==> src/rtl/led_pkg.sv <==
// led_pkg: fade-state encoding, default sizing constants and small helpers
// shared by led_fade_pwm and led_pwm_core.
package led_pkg;

  // Fade FSM state encoding; the encoding is visible on the fade_state port.
  typedef enum logic [1:0] {
    FADE_OFF  = 2'b00,
    FADE_RISE = 2'b01,
    FADE_ON   = 2'b10,
    FADE_FALL = 2'b11
  } fade_state_t;

  // Default PWM counter / brightness width.
  localparam int LED_DEFAULT_PWM_BITS = 8;

  // Default number of clocks per brightness step.
  localparam int LED_DEFAULT_STEP_DIV = 16;

  // Prescaler width; wide enough for any step divider up to 65535.
  localparam int LED_PRESC_BITS = 16;

  // True for the two states in which the level ramps.
  function automatic logic is_fading(input fade_state_t s);
    return (s == FADE_RISE) || (s == FADE_FALL);
  endfunction

  // True when a state change is the natural end of a ramp (RISE->ON, FALL->OFF).
  function automatic logic is_fade_end(input fade_state_t from_s, input fade_state_t to_s);
    return ((from_s == FADE_RISE) && (to_s == FADE_ON)) ||
           ((from_s == FADE_FALL) && (to_s == FADE_OFF));
  endfunction

endpackage

==> src/rtl/led_pwm_core.sv <==
// led_pwm_core: free-running PWM counter, brightness-to-duty mapping and the
// registered comparator that drives the LED pad.
// Build option: define LED_FADE_GAMMA_EN to map duty = (level*level) >> PWM_BITS
// (perceptual square-law curve); otherwise duty equals level.
module led_pwm_core
  import led_pkg::*;
#(
  parameter int PWM_BITS = LED_DEFAULT_PWM_BITS
) (
  input  logic                clock,
  input  logic                reset_n,
  input  logic [PWM_BITS-1:0] level,
  output logic                pwm_out
);

  logic [PWM_BITS-1:0] count_r;
  logic [PWM_BITS-1:0] duty_s;
  logic                pwm_r;

`ifdef LED_FADE_GAMMA_EN
  // Square-law gamma: full-width product, keep the upper half.
  function automatic logic [PWM_BITS-1:0] gamma_map(input logic [PWM_BITS-1:0] lvl);
    logic [2*PWM_BITS-1:0] wide;
    logic [2*PWM_BITS-1:0] sq;
    wide = {{PWM_BITS{1'b0}}, lvl};
    sq   = wide * wide;
    return sq[2*PWM_BITS-1:PWM_BITS];
  endfunction

  assign duty_s = gamma_map(level);
`else
  assign duty_s = level;
`endif

  // PWM period counter: free-runs and wraps naturally, independent of the fade FSM.
  always_ff @(posedge clock or negedge reset_n) begin
    if (!reset_n) begin
      count_r <= '0;
    end else begin
      count_r <= count_r + PWM_BITS'(1);
    end
  end

  // Comparator register: high while the period counter is below the duty value.
  always_ff @(posedge clock or negedge reset_n) begin
    if (!reset_n) begin
      pwm_r <= 1'b0;
    end else begin
      pwm_r <= (count_r < duty_s);
    end
  end

  assign pwm_out = pwm_r;

endmodule

==> src/rtl/led_fade_pwm.sv <==
// led_fade_pwm: fades an LED between dark and full brightness on request.
// A four-state FSM (OFF/RISE/ON/FALL) ramps the brightness level by one every
// STEP_DIV clocks; led_pwm_core turns the level into a registered PWM drive.
// Build option: LED_FADE_GAMMA_EN selects the gamma duty mapping inside
// led_pwm_core; FSM, level and timing are identical in both builds.
module led_fade_pwm
  import led_pkg::*;
#(
  parameter int PWM_BITS = LED_DEFAULT_PWM_BITS,
  parameter int STEP_DIV = LED_DEFAULT_STEP_DIV
) (
  input  logic                clock,
  input  logic                reset_n,
  input  logic                enable,
  input  logic                led_req,
  output logic                pwm_out,
  output logic [PWM_BITS-1:0] level,
  output logic [1:0]          fade_state,
  output logic                fade_done
);

  localparam logic [PWM_BITS-1:0]       LEVEL_MAX  = {PWM_BITS{1'b1}};
  localparam logic [PWM_BITS-1:0]       LEVEL_ZERO = {PWM_BITS{1'b0}};
  localparam logic [PWM_BITS-1:0]       LEVEL_ONE  = PWM_BITS'(1);
  localparam logic [LED_PRESC_BITS-1:0] PRESC_LAST = LED_PRESC_BITS'(STEP_DIV - 1);
  localparam logic [LED_PRESC_BITS-1:0] PRESC_ZERO = {LED_PRESC_BITS{1'b0}};
  localparam logic [LED_PRESC_BITS-1:0] PRESC_ONE  = LED_PRESC_BITS'(1);

  fade_state_t               state_r;
  fade_state_t               state_s;
  logic [PWM_BITS-1:0]       level_r;
  logic [PWM_BITS-1:0]       level_s;
  logic [PWM_BITS-1:0]       stepped_level_s;
  logic [LED_PRESC_BITS-1:0] presc_r;
  logic [LED_PRESC_BITS-1:0] presc_s;
  logic                      done_r;
  logic                      done_s;
  logic                      step_due_s;

  // A step is due on the STEP_DIV-th clock since the prescaler last cleared.
  assign step_due_s = (presc_r == PRESC_LAST);

  // Step datapath: the level a ramping state holds after this edge, saturating
  // at the ends so the level can never wrap.
  always_comb begin
    stepped_level_s = level_r;
    if (step_due_s) begin
      case (state_r)
        FADE_RISE: begin
          if (level_r != LEVEL_MAX) begin
            stepped_level_s = level_r + LEVEL_ONE;
          end else begin
            stepped_level_s = level_r;
          end
        end
        FADE_FALL: begin
          if (level_r != LEVEL_ZERO) begin
            stepped_level_s = level_r - LEVEL_ONE;
          end else begin
            stepped_level_s = level_r;
          end
        end
        default: begin
          stepped_level_s = level_r;
        end
      endcase
    end else begin
      stepped_level_s = level_r;
    end
  end

  // FSM state register: asynchronous reset returns the block to OFF.
  always_ff @(posedge clock or negedge reset_n) begin
    if (!reset_n) begin
      state_r <= FADE_OFF;
    end else begin
      state_r <= state_s;
    end
  end

  // FSM next state: enable low wins; a change of led_req wins over ramp completion.
  always_comb begin
    state_s = state_r;
    if (!enable) begin
      state_s = FADE_OFF;
    end else begin
      case (state_r)
        FADE_OFF: begin
          if (led_req) begin
            state_s = FADE_RISE;
          end else begin
            state_s = FADE_OFF;
          end
        end
        FADE_RISE: begin
          if (!led_req) begin
            state_s = FADE_FALL;
          end else if (stepped_level_s == LEVEL_MAX) begin
            state_s = FADE_ON;
          end else begin
            state_s = FADE_RISE;
          end
        end
        FADE_ON: begin
          if (!led_req) begin
            state_s = FADE_FALL;
          end else begin
            state_s = FADE_ON;
          end
        end
        FADE_FALL: begin
          if (led_req) begin
            state_s = FADE_RISE;
          end else if (stepped_level_s == LEVEL_ZERO) begin
            state_s = FADE_OFF;
          end else begin
            state_s = FADE_FALL;
          end
        end
        default: begin
          state_s = FADE_OFF;
        end
      endcase
    end
  end

  // FSM outputs: next level, prescaler and completion pulse for the registers.
  always_comb begin
    level_s = level_r;
    presc_s = presc_r;
    done_s  = 1'b0;
    if (!enable) begin
      level_s = LEVEL_ZERO;
      presc_s = PRESC_ZERO;
      done_s  = 1'b0;
    end else begin
      case (state_r)
        FADE_RISE, FADE_FALL: begin
          level_s = stepped_level_s;
        end
        FADE_ON: begin
          level_s = level_r;
        end
        default: begin
          level_s = LEVEL_ZERO;
        end
      endcase
      if (state_s != state_r) begin
        presc_s = PRESC_ZERO;
        done_s  = is_fade_end(state_r, state_s);
      end else if (!is_fading(state_r)) begin
        presc_s = PRESC_ZERO;
        done_s  = 1'b0;
      end else if (step_due_s) begin
        presc_s = PRESC_ZERO;
        done_s  = 1'b0;
      end else begin
        presc_s = presc_r + PRESC_ONE;
        done_s  = 1'b0;
      end
    end
  end

  // Datapath registers: level, step prescaler and fade_done pulse.
  always_ff @(posedge clock or negedge reset_n) begin
    if (!reset_n) begin
      level_r <= LEVEL_ZERO;
      presc_r <= PRESC_ZERO;
      done_r  <= 1'b0;
    end else begin
      level_r <= level_s;
      presc_r <= presc_s;
      done_r  <= done_s;
    end
  end

  led_pwm_core #(
    .PWM_BITS(PWM_BITS)
  ) u_pwm_core (
    .clock   (clock),
    .reset_n (reset_n),
    .level   (level_r),
    .pwm_out (pwm_out)
  );

  assign level      = level_r;
  assign fade_state = state_r;
  assign fade_done  = done_r;

endmodule

==> config.mk <==
export PLATFORM = sky130hd
export DESIGN_NAME = led_fade_pwm
export DESIGN_NICKNAME = d
export VERILOG_FILES = /design/src/rtl/led_pkg.sv /design/src/rtl/led_pwm_core.sv /design/src/rtl/led_fade_pwm.sv
export SDC_FILE = /design/constraint.sdc
export NUM_CORES = 1
export LEC_CHECK = 0
export CORE_MARGIN = 4
export CORE_UTILIZATION = 42
export CTS_BUF_LIST = sky130_fd_sc_hd__clkbuf_8 sky130_fd_sc_hd__clkbuf_16
export DETAILED_ROUTE_END_ITERATION = 6
export GPL_ROUTABILITY_DRIVEN = 0
export SLEW_MARGIN = 25
export SYNTH_ARGS = -nofsm -noshare
export SYNTH_HDL_FRONTEND = slang
export SYNTH_SLANG_ARGS = --single-unit
==> constraint.sdc <==
create_clock -name clock -period 3.7 [get_ports clock]
set_clock_uncertainty 0.05 [all_clocks]
set_input_delay 0.555 -clock clock [delete_from_list [all_inputs] [get_ports clock]]
set_output_delay 0.555 -clock clock [all_outputs]
set_load 0.005 [all_outputs]
==> flow_results.org <==
** Status
- Status :: completed

** Floorplanning
- Die outline width :: approximately 85 um
- Floorplan core area :: between 5000 and 6000 um^2
- The die covers a little over 7000 um^2.
- Starting density of the core :: 0.444
- Top Ports :: 16
- Floorplan row count :: 27
- Measured along the y axis, the die boundary spans 85.2 um.

** Clocking
- Clock latency of the later-clocked register in the worst-skew pair :: just under 0.3 ns
- Buffers added to address setup during post-CTS repair amount to 0.
- In this run, post-CTS repair resized a total of 0 instances.
- TritonCTS built the clock tree.
- TritonCTS buffer count :: 5
- Number of buffers on the longest clock path :: 2
- The cell sitting at the root of the clock tree is a clkbuf_8.
- CTS H-Tree Depth :: 2
- The tree built by TritonCTS fans out to 36 sinks.
- # hold bufs at CTS :: 0
- Clock-pin transition on the worst setup and hold timing paths :: approximately 0.080 ns

** Synth
- Counting flops with a built-in enable in the synthesized netlist gives 0.
- The largest total area in the synthesized netlist belongs to dfrtp_1.
- Yosys printed 0 warnings.
- Proportion of synthesized chip area in sequential cells :: 0.359
- Among all flip-flop cells after synthesis, the most frequent one is dfrtp_1.
- Dominant cells by area after synthesis :: dfrtp_1, ha_1, nor3_2, xnor2_1, xor2_1
- Synth unique cells :: 55
- Most numerous cell types in the synthesized netlist :: dfrtp_1, nand2_1, nor2_1, nand3_1, o21ai_0
- Most instantiated library cell after synthesis :: dfrtp_1
- Post-synthesis area per instance :: between 9 and 10 um^2
- Fraction of synthesis flops using an asynchronous set or reset pin :: 1.00
- After technology mapping, the gate count stands at roughly 270.
- Net Count, Synth :: approximately 290
- In this run, synthesis produced a sequential element count of 36.
- Total standard cell area after synthesis :: 2510 um^2
- Of the post-synthesis cell area, the dominant cell type holds 0.359.

** Critical path
- For this design, the slowest cell found on the critical path is or4_4.
- Cells traversed along the worst timing path :: or4_4 -> or4_1 -> a21oi_1 -> o21ai_1 -> or4_4 -> nor4b_4 -> o22a_4 -> nor3_1
- In this design, the critical path's most frequently occurring cell is or4_4.
- Critical path capture point type :: flip-flop
- Crit Path Class :: reg -> reg
- At the worst endpoint, the required time is ~3.8 ns.
- STA classifies the critical path startpoint as a flip-flop.
- Of all nets on the critical path, the largest fanout is 16.
- In this design, the stage delay of the slowest critical-path cell is approximately 0.60 ns.
- Data arrival time of the worst path :: approximately 3.5 ns
- Number of buffers and inverters on the critical path :: 0
- Among cell families on the critical path, the largest total delay comes from simple AND/OR/NAND/NOR gates.

** STA
- Worst slack on hold paths :: about 0.3 ns
- Final clock period utilization by the worst path :: 0.917
- Least-Margin Pin Slew :: roughly 0.8 ns
- In this run the tightest slew margin relative to its limit is 0.461.
- Setup repair after global routing left no endpoint under its margin.
- Highest clock frequency the design can meet :: around 300 MHz
- Counting I/O delays and the setup requirement, the final critical path takes roughly 3.4 ns.
- Setup violations remaining at the end of the flow were counted as 0.
- Number of slew-limit violations in the final report :: 0
- Min setup slack post-route :: between 0.3 and 0.4 ns
- Final hold violations :: 0
- Post-route setup TNS :: 0 ns

** Routing
- For this run, the detailed router's first-pass iteration total came to 4.
- The detailed router put a total of roughly 2700 um of wire on met1.
- Routed via count divided by cell count :: approximately 5.9
- Met2 wire length :: between 2000 and 3000 um
- The first routing iteration left approximately 190 violations.
- For this run, design rule violations remaining after detail routing come to 0.
- Across all layers, the routed design uses between 2000 and 2500 vias.
- Overall routed net length :: just under 6000 um
- Routed signal wires occupy layers up through met4.
- Routed wl met3 :: 333 um
- The detail route stage leaves a number of antenna-violating nets equal to 0.
- Routed length per placed instance :: 16.0 um

** GRT
- The via count of the first global-routing pass is slightly above 2000.
- Global router's overall resource usage :: 0.169
- The first global-routing pass estimated 9890 um of wire.
- The number of antenna violations at the first check in global routing came to 0.
- Entering global routing, the biggest net connects 37 pins.
- Global routing finished with a remaining overflow of 0.

** Cells and area
- Share of cells above drive strength 1 :: 0.138
- The repair_antennas step left the layout with diodes totalling 0.
- Relative to the synthesized area, the layout overhead comes to 14.3%.
- At the end of the flow, the number of nets in the layout was around 310.
- After filler insertion, the fill cell instance count of the layout stands at roughly 530.
- Count of placed standard cells in the final layout, fillers left out :: between 300 and 400

** Power and ir drop
- Clock power frac :: 0.521
- The design draws approximately 0.00094 W.
- Switching power :: 0.000191 W
- The analysis attributes to cell leakage a power of 1.12 nW.
- Of the total power, the share spent switching nets is 0.203.
- Of the total power, registers draw 0.423.
- Of the total power, combinational logic draws 0.056.
- The internal portion of the total power is around 0.00075 W.
- Power density over cell area :: around 330 nW/um^2
- Worst ir drop on vdd :: between 0.0002 and 0.00025 V

** Placement
- Detailed placement ended at an HPWL of between 4000 and 5000 um.
- The number of placed instances, taps included, is between 300 and 400.
- Post-place setup slack :: about 0.35 ns
- The count of buffers added on input and output ports is 15.

** Run
- MaxCap Viol Count :: 0

** Min path
- The worst hold path belongs to the class in -> async.
## registers in the layout, indices dropped and copies added, names as in the netlist
name,count
presc_r,16
level,8
u_pwm_core.count_r,8
fade_state,2
fade_done,1
u_pwm_core.pwm_out,1
## power by group through the flow
stage | sequential, W | combinational, W | clock (W)
after global routing | 0.000397 | 0.0000582 | 0.000520
after detailed placement | 0.000404 | 0.0000530 | 0
final | 0.000397 | 0.0000527 | 0.000489
after global placement | 0.000404 | 0.0000534 | 0
after CTS | 0.000397 | 0.0000531 | 0.000498
after floorplan | 0.000405 | 0.0000341 | 0
## per-layer routing
metal  vias to the layer above  global-route usage
met2                        60               0.258
li1                       1024                   -
met1                      1019               0.227
met5                         -                   0
met3                        15              0.0495
met4                         0              0.0604
## metrics by stage
stage,util,area [um^2]
final,0.508,2860
after floorplan,-,2510
after CTS,0.508,2860
after global placement,0.479,2710
after global routing,0.508,2860
after detailed placement,0.479,2710
## cells in the final DEF (no fill, tap or decap), types with 2 or more instances in the layout
| cell type | Yosys | routed |
|---|---|---|
| inv_1 | 12 | 12 |
| bufinv_16 | 0 | 3 |
| xor2_1 | 10 | 10 |
| and4_1 | 2 | 2 |
| a2bb2oi_1 | 2 | 2 |
| xnor2_1 | 10 | 10 |
| nor2b_1 | 4 | 4 |
| o211ai_1 | 3 | 3 |
| nor3_2 | 10 | 10 |
| a21oi_1 | 11 | 11 |
| nand2_1 | 22 | 22 |
| o221ai_1 | 2 | 2 |
| nor4b_1 | 2 | 2 |
| buf_4 | 3 | 7 |
| a21o_1 | 4 | 4 |
| nand2b_1 | 2 | 2 |
| o21ai_0 | 15 | 15 |
| or4_4 | 2 | 2 |
| dfrtp_1 | 36 | 36 |
| o22ai_1 | 2 | 2 |
| clkdlybuf4s50_1 | 0 | 14 |
| ha_1 | 12 | 12 |
| and2_1 | 5 | 5 |
| clkbuf_8 | 0 | 5 |
| nor3_1 | 14 | 14 |
| or4b_2 | 2 | 2 |
| nor2_1 | 17 | 17 |
| a22oi_1 | 5 | 5 |
| nand3_1 | 15 | 15 |
| nand4_1 | 5 | 5 |
| nor4_2 | 3 | 3 |
| o41ai_1 | 2 | 2 |
| and3_1 | 8 | 8 |
## logic make-up after synthesis
family	after synthesis	share of synthesized area
AOI/OAI and AO/OA	57	0.156
xor gates and xnor gates	20	0.0699
adders and majority gates	12	0.0599
buffers and inverters	26	0.0549
DFF	36	0.359
and+or+nand+nor	122	0.300
## final timing paths
check	from	end	slack, ns	cells past startpoint
max in group asynchronous	reset_n	presc_r[5]	2.79	1
worst min-delay path	reset_n	level[2]	0.29	1
min in group clock	presc_r[0]	presc_r[0]	0.41	1
worst max-delay path	level[3]	presc_r[4]	0.31	8
worst max register to register	level[3]	presc_r[4]	0.31	8
worst min register to register	presc_r[0]	presc_r[0]	0.41	1
## area by class of cell
type                            count  area, um^2  share of cell area
Timing Repair Buffer               22         198              0.0690
Clock inverter                      3        90.1              0.0315
Inverter                           13        48.8              0.0170
Clock buffer                        5        68.8              0.0240
Sequential cell                    36         901               0.315
Multi-Input combinational cell    211        1470               0.512
Tap cell                           72        90.1              0.0315
Note: power is estimated with default switching activity, not from simulation.
